<file path="src/rtl/motor_fault_classifier_pkg.sv">
// Shared types, defaults and the window classifier for the motor fault classifier.
// Fault encoding follows the motor signal generator's mode encoding.
package motor_fault_pkg;

    localparam int SAMPLE_W = 16;
    localparam int WIN_LOG2 = 4;
    localparam int MEAN_HI  = 100;
    localparam int MEAN_LO  = -100;
    localparam int P2P_LO   = 1950;
    localparam int CONFIRM  = 3;

    typedef enum logic [1:0] {
        HEALTHY = 2'b00,
        BEARING = 2'b01,
        ROTOR   = 2'b10,
        STATOR  = 2'b11
    } fault_e;

    // A collapsed swing means rotor, whatever the mean.
    function automatic fault_e classify(input logic signed [SAMPLE_W-1:0] mean,
                                        input logic [SAMPLE_W:0]          p2p,
                                        input int                         mean_hi,
                                        input int                         mean_lo,
                                        input int                         p2p_lo);
        fault_e res;
        if (int'(p2p) < p2p_lo)        res = ROTOR;
        else if (int'(mean) > mean_hi) res = BEARING;
        else if (int'(mean) < mean_lo) res = STATOR;
        else                           res = HEALTHY;
        return res;
    endfunction

endpackage

</file>
<file path="src/rtl/motor_fault_classifier_if.sv">
// Sample stream in, window features and debounced fault code out.
// sample_valid has no back-pressure: every asserted cycle is accepted.
interface motor_fault_classifier_if;
    import motor_fault_pkg::*;

    logic                       sample_valid;
    logic signed [SAMPLE_W-1:0] sample;
    logic                       clear;
    logic                       class_valid;
    logic [1:0]                 class_code;
    logic signed [SAMPLE_W-1:0] mean_out;
    logic [SAMPLE_W:0]          p2p_out;
    logic [1:0]                 fault_code;
    logic                       fault_flag;
    logic [1:0]                 dbg_cand;
    logic [7:0]                 dbg_cnt;

    modport master (
        output sample_valid, sample, clear,
        input  class_valid, class_code, mean_out, p2p_out, fault_code, fault_flag,
        input  dbg_cand, dbg_cnt
    );

    modport slave (
        input  sample_valid, sample, clear,
        output class_valid, class_code, mean_out, p2p_out, fault_code, fault_flag,
        output dbg_cand, dbg_cnt
    );

endinterface

</file>
<file path="src/rtl/motor_window_stats.sv">
// Per-window sample count, signed sum and min/max tracking.
// win_done_o and the *_o values describe the window closing on this cycle's sample.
module motor_window_stats
    import motor_fault_pkg::*;
#(
    parameter int WIN_LOG2_P = WIN_LOG2
) (
    input  logic                                  clk,
    input  logic                                  rst,
    input  logic                                  sample_valid_i,
    input  logic signed [SAMPLE_W-1:0]            sample_i,
    input  logic                                  clear_i,
    output logic                                  win_done_o,
    output logic signed [SAMPLE_W+WIN_LOG2_P-1:0] sum_o,
    output logic signed [SAMPLE_W-1:0]            min_o,
    output logic signed [SAMPLE_W-1:0]            max_o
);

    localparam int SUM_W = SAMPLE_W + WIN_LOG2_P;
    localparam int CNT_W = WIN_LOG2_P;

    logic [CNT_W-1:0]           count_q, count_d;
    logic signed [SUM_W-1:0]    sum_q, sum_d, sum_nx;
    logic signed [SAMPLE_W-1:0] min_q, min_d, min_nx;
    logic signed [SAMPLE_W-1:0] max_q, max_d, max_nx;
    logic                       first;
    logic                       done;

    always_comb begin
        // A sample arriving with clear starts the new window, so it loads directly.
        first   = clear_i || (count_q == '0);
        sum_nx  = first ? SUM_W'(sample_i) : sum_q + SUM_W'(sample_i);
        min_nx  = (first || (sample_i < min_q)) ? sample_i : min_q;
        max_nx  = (first || (sample_i > max_q)) ? sample_i : max_q;
        done    = sample_valid_i && !clear_i && (count_q == '1);

        count_d = count_q;
        sum_d   = sum_q;
        min_d   = min_q;
        max_d   = max_q;
        if (clear_i) begin
            count_d = '0;
            sum_d   = '0;
            min_d   = '0;
            max_d   = '0;
        end
        if (sample_valid_i) begin
            if (done) begin
                count_d = '0;
                sum_d   = '0;
                min_d   = '0;
                max_d   = '0;
            end else begin
                count_d = clear_i ? CNT_W'(1) : count_q + CNT_W'(1);
                sum_d   = sum_nx;
                min_d   = min_nx;
                max_d   = max_nx;
            end
        end
    end

    always_ff @(posedge clk) begin
        if (rst) begin
            count_q <= '0;
            sum_q   <= '0;
            min_q   <= '0;
            max_q   <= '0;
        end else begin
            count_q <= count_d;
            sum_q   <= sum_d;
            min_q   <= min_d;
            max_q   <= max_d;
        end
    end

    assign win_done_o = done;
    assign sum_o      = sum_nx;
    assign min_o      = min_nx;
    assign max_o      = max_nx;

endmodule

</file>
<file path="src/rtl/motor_fault_classifier.sv">
// Window feature extraction, raw classification and debounced fault reporting.
// All outputs are registered; class_valid follows the closing sample by one cycle.
module motor_fault_classifier
    import motor_fault_pkg::*;
#(
    parameter int WIN_LOG2_P = WIN_LOG2,
    parameter int MEAN_HI_P  = MEAN_HI,
    parameter int MEAN_LO_P  = MEAN_LO,
    parameter int P2P_LO_P   = P2P_LO,
    parameter int CONFIRM_P  = CONFIRM
) (
    input  logic                     clk,
    input  logic                     rst,
    motor_fault_classifier_if.slave  bus
);

    localparam int SUM_W = SAMPLE_W + WIN_LOG2_P;
    localparam int CNT_W = $clog2(CONFIRM_P + 1);

    logic                       win_done;
    logic signed [SUM_W-1:0]    win_sum;
    logic signed [SAMPLE_W-1:0] win_min, win_max;
    logic signed [SAMPLE_W-1:0] mean_w;
    logic [SAMPLE_W:0]          p2p_w;
    fault_e                     raw;

    logic                       class_valid_q, class_valid_d;
    fault_e                     class_q, class_d;
    logic signed [SAMPLE_W-1:0] mean_q, mean_d;
    logic [SAMPLE_W:0]          p2p_q, p2p_d;
    fault_e                     cand_q, cand_d;
    logic [CNT_W-1:0]           cnt_q, cnt_d;
    fault_e                     fault_q, fault_d;

    motor_window_stats #(.WIN_LOG2_P(WIN_LOG2_P)) u_stats (
        .clk            (clk),
        .rst            (rst),
        .sample_valid_i (bus.sample_valid),
        .sample_i       (bus.sample),
        .clear_i        (bus.clear),
        .win_done_o     (win_done),
        .sum_o          (win_sum),
        .min_o          (win_min),
        .max_o          (win_max)
    );

    always_comb begin
        mean_w = SAMPLE_W'(win_sum >>> WIN_LOG2_P);
        // Sign-extend before subtracting so the full 17-bit swing is kept.
        p2p_w  = {win_max[SAMPLE_W-1], win_max} - {win_min[SAMPLE_W-1], win_min};
        raw    = classify(mean_w, p2p_w, MEAN_HI_P, MEAN_LO_P, P2P_LO_P);
    end

    always_comb begin
        class_valid_d = win_done;
        class_d       = class_q;
        mean_d        = mean_q;
        p2p_d         = p2p_q;
        cand_d        = cand_q;
        cnt_d         = cnt_q;
        fault_d       = fault_q;
        if (win_done) begin
            class_d = raw;
            mean_d  = mean_w;
            p2p_d   = p2p_w;
            if (raw == cand_q) begin
                if (cnt_q != CNT_W'(CONFIRM_P)) cnt_d = cnt_q + CNT_W'(1);
            end else begin
                cand_d = raw;
                cnt_d  = CNT_W'(1);
            end
            if (cnt_d == CNT_W'(CONFIRM_P)) fault_d = cand_d;
        end
    end

    always_ff @(posedge clk) begin
        if (rst) begin
            class_valid_q <= 1'b0;
            class_q       <= HEALTHY;
            mean_q        <= '0;
            p2p_q         <= '0;
            cand_q        <= HEALTHY;
            cnt_q         <= '0;
            fault_q       <= HEALTHY;
        end else begin
            class_valid_q <= class_valid_d;
            class_q       <= class_d;
            mean_q        <= mean_d;
            p2p_q         <= p2p_d;
            cand_q        <= cand_d;
            cnt_q         <= cnt_d;
            fault_q       <= fault_d;
        end
    end

    assign bus.class_valid = class_valid_q;
    assign bus.class_code  = class_q;
    assign bus.mean_out    = mean_q;
    assign bus.p2p_out     = p2p_q;
    assign bus.fault_code  = fault_q;
    assign bus.fault_flag  = (fault_q != HEALTHY);
    assign bus.dbg_cand    = cand_q;
    assign bus.dbg_cnt     = 8'(cnt_q);

endmodule

</file>
<file path="src/flat_wrapper.sv">
// flat-port wrapper written by rule: the top's interface ports become plain ports
module motor_fault_classifier_flat import motor_fault_pkg::*;
#(
    parameter int WIN_LOG2_P = WIN_LOG2,
    parameter int MEAN_HI_P  = MEAN_HI,
    parameter int MEAN_LO_P  = MEAN_LO,
    parameter int P2P_LO_P   = P2P_LO,
    parameter int CONFIRM_P  = CONFIRM
)
  (clk, rst, bus_sample_valid, bus_sample, bus_clear, bus_class_valid, bus_class_code, bus_mean_out, bus_p2p_out, bus_fault_code, bus_fault_flag, bus_dbg_cand, bus_dbg_cnt);
  motor_fault_classifier_if bus_i ();
  input  logic clk;
  input  logic rst;
  input wire logic [$bits(bus_i.sample_valid)-1:0] bus_sample_valid;
  input wire logic [$bits(bus_i.sample)-1:0] bus_sample;
  input wire logic [$bits(bus_i.clear)-1:0] bus_clear;
  output wire logic [$bits(bus_i.class_valid)-1:0] bus_class_valid;
  output wire logic [$bits(bus_i.class_code)-1:0] bus_class_code;
  output wire logic [$bits(bus_i.mean_out)-1:0] bus_mean_out;
  output wire logic [$bits(bus_i.p2p_out)-1:0] bus_p2p_out;
  output wire logic [$bits(bus_i.fault_code)-1:0] bus_fault_code;
  output wire logic [$bits(bus_i.fault_flag)-1:0] bus_fault_flag;
  output wire logic [$bits(bus_i.dbg_cand)-1:0] bus_dbg_cand;
  output wire logic [$bits(bus_i.dbg_cnt)-1:0] bus_dbg_cnt;
  assign bus_i.sample_valid = bus_sample_valid;
  assign bus_i.sample = bus_sample;
  assign bus_i.clear = bus_clear;
  assign bus_class_valid = bus_i.class_valid;
  assign bus_class_code = bus_i.class_code;
  assign bus_mean_out = bus_i.mean_out;
  assign bus_p2p_out = bus_i.p2p_out;
  assign bus_fault_code = bus_i.fault_code;
  assign bus_fault_flag = bus_i.fault_flag;
  assign bus_dbg_cand = bus_i.dbg_cand;
  assign bus_dbg_cnt = bus_i.dbg_cnt;
  motor_fault_classifier #(.WIN_LOG2_P(WIN_LOG2_P), .MEAN_HI_P(MEAN_HI_P), .MEAN_LO_P(MEAN_LO_P), .P2P_LO_P(P2P_LO_P), .CONFIRM_P(CONFIRM_P)) u_core (.clk(clk), .rst(rst), .bus(bus_i));
endmodule
</file>
<file path="config.mk">
export PLATFORM = sky130hd
export DESIGN_NAME = motor_fault_classifier_flat
export DESIGN_NICKNAME = d
export VERILOG_FILES = /design/src/rtl/motor_fault_classifier_pkg.sv /design/src/rtl/motor_fault_classifier_if.sv /design/src/rtl/motor_window_stats.sv /design/src/rtl/motor_fault_classifier.sv /design/src/flat_wrapper.sv
export SDC_FILE = /design/constraint.sdc
export NUM_CORES = 1
export LEC_CHECK = 0
export ABC_AREA = 1
export BUFFER_PORTS_ARGS = -buffer_cell sky130_fd_sc_hd__buf_2
export CORE_UTILIZATION = 55
export CTS_BUF_LIST = sky130_fd_sc_hd__clkbuf_2 sky130_fd_sc_hd__clkbuf_4 sky130_fd_sc_hd__clkbuf_8
export DETAILED_ROUTE_END_ITERATION = 10
export PLACE_DENSITY = 0.74
export SLEW_MARGIN = 15
export SYNTH_ARGS = -nofsm -noshare
export SYNTH_HDL_FRONTEND = slang
export SYNTH_HIERARCHICAL = 1
export SYNTH_SLANG_ARGS = --single-unit
</file>
<file path="constraint.sdc">
create_clock -name clk -period 5.3 [get_ports clk]
set_input_delay 1.06 -clock clk [delete_from_list [all_inputs] [get_ports clk]]
set_output_delay 1.06 -clock clk [all_outputs]
set_load 0.01 [all_outputs]
</file>
# After elaboration in Yosys (flattened, before gate mapping)
# Cells that the tools add are included.
[op_classes]
n_addsub = 4
mul = 0
div = 0
order_cmp = 5
eq_ne = 4
shift = 0
n_mux = 22
n_bitwise = 0
reduce_logical = 10
[op_table]
columns = ["op", "count"]
rows = [
  ["$mux W16", 7],
  ["$mux W20", 4],
  ["$add A20 B16 Y20", 1],
  ["$lt A17 B11 Y1 const B", 1],
  ["$sub A16 B16 Y17", 1],
  ["$gt A16 B16 Y1", 1],
  ["$gt A16 B8 Y1 const B", 1],
  ["$lt A16 B16 Y1", 1],
  ["$lt A16 B8 Y1 const B", 1],
  ["$mux W4", 4],
  ["$mux W2", 7],
  ["$add A4 B1 Y4 const B", 1],
  ["$eq A4 B4 Y1 const B", 1],
  ["$logic_not A4 Y1", 1],
  ["$reduce_bool A2 Y1", 2],
  ["$logic_or A1 B1 Y1", 3],
  ["$add A2 B1 Y2 const B", 1],
  ["$eq A2 B2 Y1", 1],
  ["$eq A2 B2 Y1 const B", 1],
  ["$logic_and A1 B1 Y1", 2],
  ["$ne A2 B2 Y1 const B", 1],
  ["$reduce_and A2 Y1", 1],
  ["$logic_not A1 Y1", 1],
]
[word_totals]
regBits = 98
latchBits = 0
mem_bits_rw = 0
mem_bits_ro = 0
output_inout_bits = 49
wordCells = 56
mem_count = 0

# Longest topological paths before layout
# Gate-level depths: netlist of the first run.
[logic_depth]
word_depth = 12
depth_mapped = 37
mapped_depth_nobuf = 37

# Cells and area by module
# Netlist of the first run, hierarchy kept.
[by_module_without_submodules]
columns = ["mod", "n_inst", "cells_per_inst", "area_each_um2"]
rows = [
  ["motor_window_stats", 1, 782, 5188.7],
  ["motor_fault_classifier", 1, 462, 2907.8],
]

# Least setup slack after synthesis of the first run
# Ideal clock, no wire load.
[synth_timing]
path_kind = "input -> register"
startpoint = "in bus_sample[9]"
endpoint = "reg u_core.fault_q[0] (netlist: u_core/bus.fault_code[0])"
setup_ps = 113
arrival_ps = 4167
required_ps = 5187
setup_slack_ps = 1020
path_stages = 28
path_cell_list = "ha_1 > nand2_1 > inv_1 > o21ai_1 > a21oi_1 > nor2_1 > nand3_2 > nand3_4 > nand2_1 > and2_1 > ha_1 > fa_1 > inv_1 > nand3_1 > nand2_2 > nand2_1 > nand2_2 > nand2_2 > nand3_1 > nand2_2 > nor2_2 > nand3_2 > nand2_2 > nand2_2 > nand2_2 > nand4_4 > nor2_1 > nor2_1"
[synth_via]
elab_chain_len = 11
[synth_lines]
columns = ["item", "line_no", "source"]
rows = [
  ["start, declared", "flat_wrapper.sv:15", "input wire logic [$bits(bus_i.sample)-1:0] bus_sample;"],
  ["$lt A16 B16 Y1 *", "motor_window_stats.sv:33", "min_nx = (first || (sample_i < min_q)) ? sample_i : min_q;"],
  ["$logic_or A1 B1 Y1 *", "motor_window_stats.sv:33", ""],
  ["$mux W16 *", "motor_window_stats.sv:33", ""],
  ["net u_core.win_min[0]", "motor_fault_classifier.sv:22", "logic signed [SAMPLE_W-1:0] win_min, win_max;"],
  ["$sub A16 B16 Y17 *", "motor_fault_classifier.sv:50", "p2p_w = {win_max[SAMPLE_W-1], win_max} - {win_min[SAMPLE_W-1], win_min};"],
  ["$lt A17 B11 Y1 *", "motor_fault_classifier_pkg.sv:26", "if (int'(p2p) < p2p_lo) res = ROTOR;"],
  ["$mux W2 *", "motor_fault_classifier_pkg.sv:26", ""],
  ["$eq A2 B2 Y1", "motor_fault_classifier.sv:66", "if (raw == cand_q) begin"],
  ["$mux W2", "motor_fault_classifier.sv:66", ""],
  ["$mux W2", "motor_fault_classifier.sv:62", "if (win_done) begin"],
  ["$eq A2 B2 Y1", "motor_fault_classifier.sv:72", "if (cnt_d == CNT_W'(CONFIRM_P)) fault_d = cand_d;"],
  ["$reduce_and A2 Y1 (no source line)", "n/a", ""],
  ["end signal, assigned", "motor_fault_classifier.sv:92", "fault_q <= fault_d;"],
  ["end, declared", "motor_fault_classifier.sv:33", "fault_e fault_q, fault_d;"],
]
# Mark *: on every way through the listed nets, which the timed path passes. The rest lies on a longest branch. The select of a mux whose other input is x is not followed.
# A chain may end at the register's enable or synchronous reset.

# Worst setup path after layout of the first run
[layout_timing]
startpoint = "in bus_sample[9]"
endpoint = "reg u_core.fault_q[1] (netlist: u_core/bus.fault_code[1])"
[layout_via]
elab_chain_len = 11
[layout_lines]
columns = ["item", "line_no", "source"]
rows = [
  ["$gt A16 B16 Y1 *", "motor_window_stats.sv:34", "max_nx = (first || (sample_i > max_q)) ? sample_i : max_q;"],
  ["$logic_or A1 B1 Y1 *", "motor_window_stats.sv:34", ""],
  ["$mux W16 *", "motor_window_stats.sv:34", ""],
  ["net u_core.win_max[0]", "motor_fault_classifier.sv:22", ""],
  ["$sub A16 B16 Y17 *", "motor_fault_classifier.sv:50", ""],
  ["$lt A17 B11 Y1 *", "motor_fault_classifier_pkg.sv:26", ""],
  ["$mux W2 *", "motor_fault_classifier_pkg.sv:26", ""],
  ["$eq A2 B2 Y1", "motor_fault_classifier.sv:66", ""],
  ["$mux W2", "motor_fault_classifier.sv:66", ""],
  ["$mux W2", "motor_fault_classifier.sv:62", ""],
  ["$eq A2 B2 Y1", "motor_fault_classifier.sv:72", ""],
  ["$reduce_and A2 Y1 (no source line)", "n/a", ""],
]
# Marks and branches as above.

==> metrics.cfg, run 1 <==
[run_status]
status=completed

[critical_path]
reg2reg_from=u_core/u_stats/min_q[5]$_SDFFE_PP0P_
r2r_end=u_core/bus.fault_code[1]$_SDFFE_PP0P_
cp_data_arrival_time_ps=5030
crit_top_cell=nand2_1
crit_end=u_core/bus.fault_code[1]$_SDFFE_PP0P_
worstRegToRegCells=31
worstPathRequired_ps=5640
critPathKind=primary input to flop
critPathMaxStageDelay_ps=400
worst-r2r-setup-slack_ps=1050
crit_path_start=bus_sample[9]
critPathMaxFanout=17
cp-start-kind=primary input
critPathSlowestCell=fa_1
endpoint_kind=flop

[grt]
antenna_found_initial=0
grt_max_degree=67
grt_util_all_layers_pct=29.3
grt_pass1_vias=7381
grt_pass1_wl_mm=34.9
overflow=0

[synthesis]
synth.avg_cell_area_um2=6.51
netlist.top_cell.by_area=dfxtp_1
synth_top_family_by_area=simple AND/OR/NAND/NOR gates
synth.most_common_cell=nand2_1
synth_top_area_share_pct=24.2
synth-compound-area-share_pct=14.2
synthAdderAreaFrac_pct=11.0
async_flop_share_pct=0
yosysWarnings=6
synth_area_um2=8100
ys.flop_type=dfxtp_1
synthesis.instances=1244
synth_xor_area_share_pct=0.649
synth-edff-count=0
yosysSeqAreaShare_pct=24.2
muxShareOfSynthArea_pct=0
synth.distinct_cells=47
synth-simple-area-share_pct=37.5
ys_ff_latch=98
synthTopCellsByCount=nand2_1, inv_1, dfxtp_1
ys_top_cells_by_area=dfxtp_1, nand2_1, ha_1

[min_path]
hold_class=flop to flop
min_path_cells=2

[timing]
timing.final.max_slew_violations=0
worst_pin_slew_ps=976
finalHoldViolations=0
fmax_mhz=213
holdWs_ps=472
skew_ps=14.9
max_slew_margin_pct=34.8
rsz0062_at_grt=no
tns_ps=0
fin_crit_ps=4690
setup_viol_count_final=0
min_period_over_period_pct=88.5

[clock_network]
clk_pin_slew_ps=110
post-cts-setup-buffers=0
hold_buffers=0
cts_made_buffers=9
clock_latency_ps=390
clock-sinks=98
cts_root_buffer=clkbuf_8
cts.htree.levels=3
cts_max_path_buffers=2
cts_tree=built
cts_resized=0

[floorplan]
die_x_um=123
io-pin-count=69
die_area_um2=15200
chipHeight_um=123
initial_utilization_pct=57.4
core_um2=14100
row_count=43

[drt]
drt_wl_total_mm=21.2
drt_pass1_iterations=7
wl_per_cell_um=14.4
drc=0
ant_nets=0
vias_per_cell=5.40
vias=7981
drtIter0Drc=434

[power_and_ir_drop]
ir_drop_uv=146
p_per_area_nw_per_um2=227
power_uw=1990
p_leak_uw=0.00444

[layout]
drive_gt1_share_pct=17.7
fin_area_um2=8740
final_util_pct=62.0
n_antenna_cell=0
finalNetCount=1382
syn_to_final_growth_pct=8.00

[place]
placed_area_um2=8550
dp_hpwl_mm=16.2
port_buffers=62
gp_congestion=0.925

[run]
cap_violations=0

critical path: cells and delay by family:
| family | cells | cell delay (ps) |
|---|---|---|
| simple gates | 27 | 2590 |
| fa+ha+maj | 3 | 910 |
| buf+inv | 4 | 400 |
| compound gates | 1 | 90 |
power by group:
part           internal, uW  switching [uW]
clock network           195             303
registers               761            14.7
logic                   239             473
total                  1200             790
registers in the layout, summed over array words and instances, names as in the netlist, 4 cells and up:
| register | count |
|---|---|
| u_core/u_stats/min_q | 16 |
| u_core/bus.mean_out | 16 |
| u_core/u_stats/max_q | 16 |
| u_core/bus.p2p_out | 17 |
| u_core/u_stats/count_q | 4 |
| u_core/u_stats/sum_q | 20 |
logic make-up after synthesis:
logic type               count (synthesis)
AO/OA/AOI/OAI                          194
other                                    1
AND/OR/NAND/NOR                        628
XOR/XNOR                                 6
buffers and inverters                  247
flip-flops                              98
adder cells (fa/ha/maj)                 70
metal layers:
metal  up-vias  track usage [%]  wire length (um)
met5         -                0                 0
met4         0             14.0               906
met3        50             4.24               988
met2       223             48.1              9660
met1      3624             37.7              9680
li1       4084                -                 -
how the worst min path moves through the flow:
stage / endpoint / startpoint
after floorplan: u_core/u_stats/max_q[15]$_SDFFE_PP0P_ / u_core/u_stats/max_q[15]$_SDFFE_PP0P_
after global placement: u_core/u_stats/max_q[2]$_SDFFE_PP0P_ / u_core/u_stats/max_q[2]$_SDFFE_PP0P_
after detailed placement: u_core/u_stats/min_q[3]$_SDFFE_PP0P_ / u_core/u_stats/min_q[3]$_SDFFE_PP0P_
after CTS: u_core/u_stats/min_q[3]$_SDFFE_PP0P_ / u_core/u_stats/min_q[3]$_SDFFE_PP0P_
after global routing: u_core/u_stats/min_q[11]$_SDFFE_PP0P_ / u_core/u_stats/min_q[11]$_SDFFE_PP0P_
final: u_core/u_stats/min_q[2]$_SDFFE_PP0P_ / u_core/u_stats/min_q[2]$_SDFFE_PP0P_
cell usage in the layout (no fill, tap or decap), drive strengths merged, types with 2 or more instances in the layout:
master,netlist,final
and2,32,32
a21oi,109,109
nor3,10,10
nand3b,6,6
nor2,100,100
o21bai,4,4
o21ai,59,59
clkbuf,22,10
o211ai,10,10
dfxtp,98,98
nand3,109,109
a21o,2,2
nand4,30,30
xor2,5,5
inv,201,206
buf,24,78
a31oi,3,3
nand2,338,338
fa,2,2
o22ai,2,2
ha,68,68
conb,1,6
nor4,3,3
cell type report:
class,instances,area (um^2)
Sequential cell,98,1960
Fill cell,1342,5350
Inverter,201,754
Tap cell,180,225
Clock buffer,10,138
Timing Repair Buffer,78,443
Multi-Input combinational cell,904,5170
Clock inverter,6,56.3
stage by stage:
| step | std cells | setup WS (ps) |
|---|---|---|
| after global routing | 1477 | 188 |
| after floorplan | 1249 | 1020 |
| after global placement | 1461 | 335 |
| after detailed placement | 1461 | 219 |
| final | 1477 | 609 |
| after CTS | 1477 | 640 |
(Power assumes the default switching activity.)
==> run 2, diff against run 1 <==
--- a/config.mk
+++ b/config.mk
@@ -5,12 +5,11 @@
 export SDC_FILE = /design/constraint.sdc
 export NUM_CORES = 1
 export LEC_CHECK = 0
-export ABC_AREA = 1
 export BUFFER_PORTS_ARGS = -buffer_cell sky130_fd_sc_hd__buf_2
 export CORE_UTILIZATION = 55
 export CTS_BUF_LIST = sky130_fd_sc_hd__clkbuf_2 sky130_fd_sc_hd__clkbuf_4 sky130_fd_sc_hd__clkbuf_8
 export DETAILED_ROUTE_END_ITERATION = 10
-export PLACE_DENSITY = 0.74
+export PLACE_DENSITY = 0.75
 export SLEW_MARGIN = 15
 export SYNTH_ARGS = -nofsm -noshare
 export SYNTH_HDL_FRONTEND = slang
==> metrics.cfg, run 2 <==
[floorplan]
die_area_um2=13500  ; -11%
core_um2=12700  ; -10%
initial_utilization_pct=56.7  ; -0.78 points
chipHeight_um=116  ; -5.7%
row_count=41  ; -4.7%
io-pin-count=69  ; unchanged
die_x_um=116  ; -5.7%

[timing]
setup_viol_count_final=1  ; +1
setup_slack_ps=-38.1  ; -647 ps
timing.final.max_slew_violations=0  ; unchanged
max_slew_margin_pct=41.8  ; +7.0 points
finalHoldViolations=0  ; unchanged
holdWs_ps=469  ; -2.69 ps
fin_crit_ps=5340  ; +647 ps
worst_pin_slew_ps=869  ; -106 ps
skew_ps=15.1  ; +0.169 ps
min_period_over_period_pct=101  ; +12 points
rsz0062_at_grt=yes
fmax_mhz=187  ; -12%

[power_and_ir_drop]
ir_drop_uv=164  ; +12%
p_leak_uw=0.00397  ; -11%
p_per_area_nw_per_um2=235  ; +3.3%

[layout]
n_antenna_cell=0  ; unchanged
ff_latch_area_um2=1960  ; unchanged
largest_reg_flops=20  ; unchanged
drive_gt1_share_pct=30.8  ; +13 points
final_util_pct=71.5  ; +9.5 points
final_cells=1179  ; -20%
final_common_cell=buf_4
top_register=u_core/u_stats/sum_q
multiInputGateArea_um2=5170  ; about the same
finalNetCount=1092  ; -21%
syn_to_final_growth_pct=26.3
n_fill_cell=1004  ; -25%
mostFrequentLayoutCells=buf_4, dfxtp_1, nand2_1

[run_status]
status=finished with violations
violations=setup timing

[grt]
overflow=0  ; unchanged
grt_pass1_wl_mm=31.3  ; -10%
grt_pass1_vias=6462  ; -12%
antenna_found_initial=0  ; unchanged
grt_max_degree=58  ; -13%
grt_util_all_layers_pct=29.8  ; +0.47 points

[synthesis]
synth-edff-count=0  ; unchanged
synth.distinct_cells=74  ; +57%
synth.most_common_cell=dfxtp_1
yosysWarnings=6  ; unchanged
ys.flop_type=dfxtp_1
async_flop_share_pct=0  ; unchanged
synth_top_area_share_pct=27.3  ; +3.1 points
netlist.top_cell.by_area=dfxtp_1
synth_area_um2=7180  ; -11%
ys_ff_latch=98  ; unchanged
synthesis.instances=851  ; -32%
synth.avg_cell_area_um2=8.44  ; +30%
ys_top_cells_by_area=dfxtp_1, ha_1, a32o_1
yosysSeqAreaShare_pct=27.3  ; +3.1 points
synthTopCellsByCount=dfxtp_1, ha_1, nor2_1

[drt]
vias_per_cell=5.86  ; +8.5%
drt_wl_total_mm=20.4  ; -4.1%
ant_nets=0  ; unchanged
drt_pass1_iterations=5  ; -2
drtIter0Drc=487  ; +12%
vias=6914  ; -13%
wl_per_cell_um=17.3  ; +20%
drc=0  ; unchanged

[critical_path]
cp_data_arrival_time_ps=5660  ; +630 ps
worstPathRequired_ps=5620  ; -20 ps
critPathKind=primary input to flop
worst-r2r-setup-slack_ps=330  ; -720 ps
reg2reg_from=u_core/u_stats/min_q[1]$_SDFFE_PP0P_
worstRegToRegCells=22  ; -29%
endpoint_kind=flop
r2r_end=u_core/cnt_q[0]$_SDFFE_PP0P_
cp-start-kind=primary input
critPathMaxFanout=4  ; -13

[clock_network]
cts_root_buffer=clkbuf_8
cts_max_path_buffers=2  ; unchanged
clock_latency_ps=400  ; about the same
hold_buffers=0  ; unchanged
clk_pin_slew_ps=110  ; about the same
cts_tree=built
cts.htree.levels=3  ; unchanged
clock-sinks=98  ; unchanged
cts_made_buffers=9  ; unchanged

[min_path]
min_path_cells=1  ; -1
hold_end=u_core/bus.class_code[1]$_SDFFE_PP0P_
hold_path_startpoint=u_core/bus.class_code[1]$_SDFFE_PP0P_
hold_class=flop to flop

[run]
cap_violations=0  ; unchanged

[place]
preCtsSetupSlack_ps=-609  ; -829 ps
post-place-cells=1152  ; -21%
gp_congestion=0.924  ; -0.12%
port_buffers=62  ; unchanged
dp_hpwl_mm=14.5  ; -11%

[run 2: what timing repair did]
action	CTS	global route
pin swaps	9	27
setup buffers	7	5
setup endpoints to repair	6	8
resized for setup	13	57
gates cloned	0	0
[run 2: through the flow]
stage	total power, uW	TNS, ps	cell area (um^2)
finish	2130	-38.1	9060
detailed placement	1470	-4020	8380
floorplan	1220	0	7250
global placement	1460	-2790	8380
CTS	2050	-18.8	8720
global route	2230	-881	9060
[run 2: layout make-up]
| class | instances | area share, % |
|---|---|---|
| multi-input cells | 644 | 57.0 |
| clock buffers | 9 | 1.37 |
| inverters | 64 | 2.65 |
| flip-flops and latches | 98 | 21.6 |
| clock inverters | 7 | 1.01 |
| well taps | 172 | 2.37 |
| repair buffers | 185 | 13.9 |
[run 2: logic make-up (layout without fill, tap and decap cells)]
group,after synthesis,in the layout,share of synthesized area (%)
buf+inv,114,265,6.59
other cells,1,6,0.0522
xor+xnor,25,25,3.15
flops,98,98,27.3
mux,56,56,9.13
simple gates,234,234,15.6
compound gates,253,253,25.7
fa+ha+maj,70,70,12.4
[run 2: where the power goes]
| group | switching (uW) | leakage [uW] | internal, uW |
|---|---|---|---|
| sequential | 17.3 | 0.000798 | 760 |
| combinational | 418 | 0.00307 | 379 |
| clock | 319 | 0.000108 | 233 |
| total | 754 | 0.00397 | 1370 |
[run 2: how the worst max path moves through the flow]
stage / startpoint / endpoint / slack [ps] / cells past startpoint
3_5_place_dp: bus_sample[5] / u_core/cnt_q[0]$_SDFFE_PP0P_ / -610 / 21
2_1_floorplan: bus_sample[5] / u_core/cnt_q[0]$_SDFFE_PP0P_ / 10 / 21
6_report: bus_sample[1] / u_core/cnt_q[0]$_SDFFE_PP0P_ / -40 / 22
5_1_grt: bus_sample[1] / u_core/cnt_q[0]$_SDFFE_PP0P_ / -240 / 25
4_1_cts: bus_sample[5] / u_core/cnt_q[0]$_SDFFE_PP0P_ / -20 / 24
3_3_place_gp: bus_sample[5] / u_core/cnt_q[0]$_SDFFE_PP0P_ / -460 / 21
[run 2: worst max-delay path, stage by stage]
cell,delay [ps]
buf_2,130
ha_1,300
a21o_1,150
a211oi_1,270
o31a_1,260
nor3_2,70
or3_4,370
mux2_4,330
ha_4,170
fa_2,360
nand2b_4,170
a211oi_4,280
buf_6,170
o21ai_4,70
o32ai_4,240
o21ai_2,110
a211oi_4,320
buf_6,160
a21oi_4,70
xnor2_2,150
and4bb_1,220
a211oi_2,200
[run 2: metal layers]
metal | wire, um | global-route usage, % | vias up
li1 | - | - | 3405
met1 | 8990 | 37.8 | 3299
met2 | 10100 | 51.4 | 185
met3 | 876 | 5.92 | 25
met4 | 388 | 7.86 | 0
met5 | 0 | 0 | -
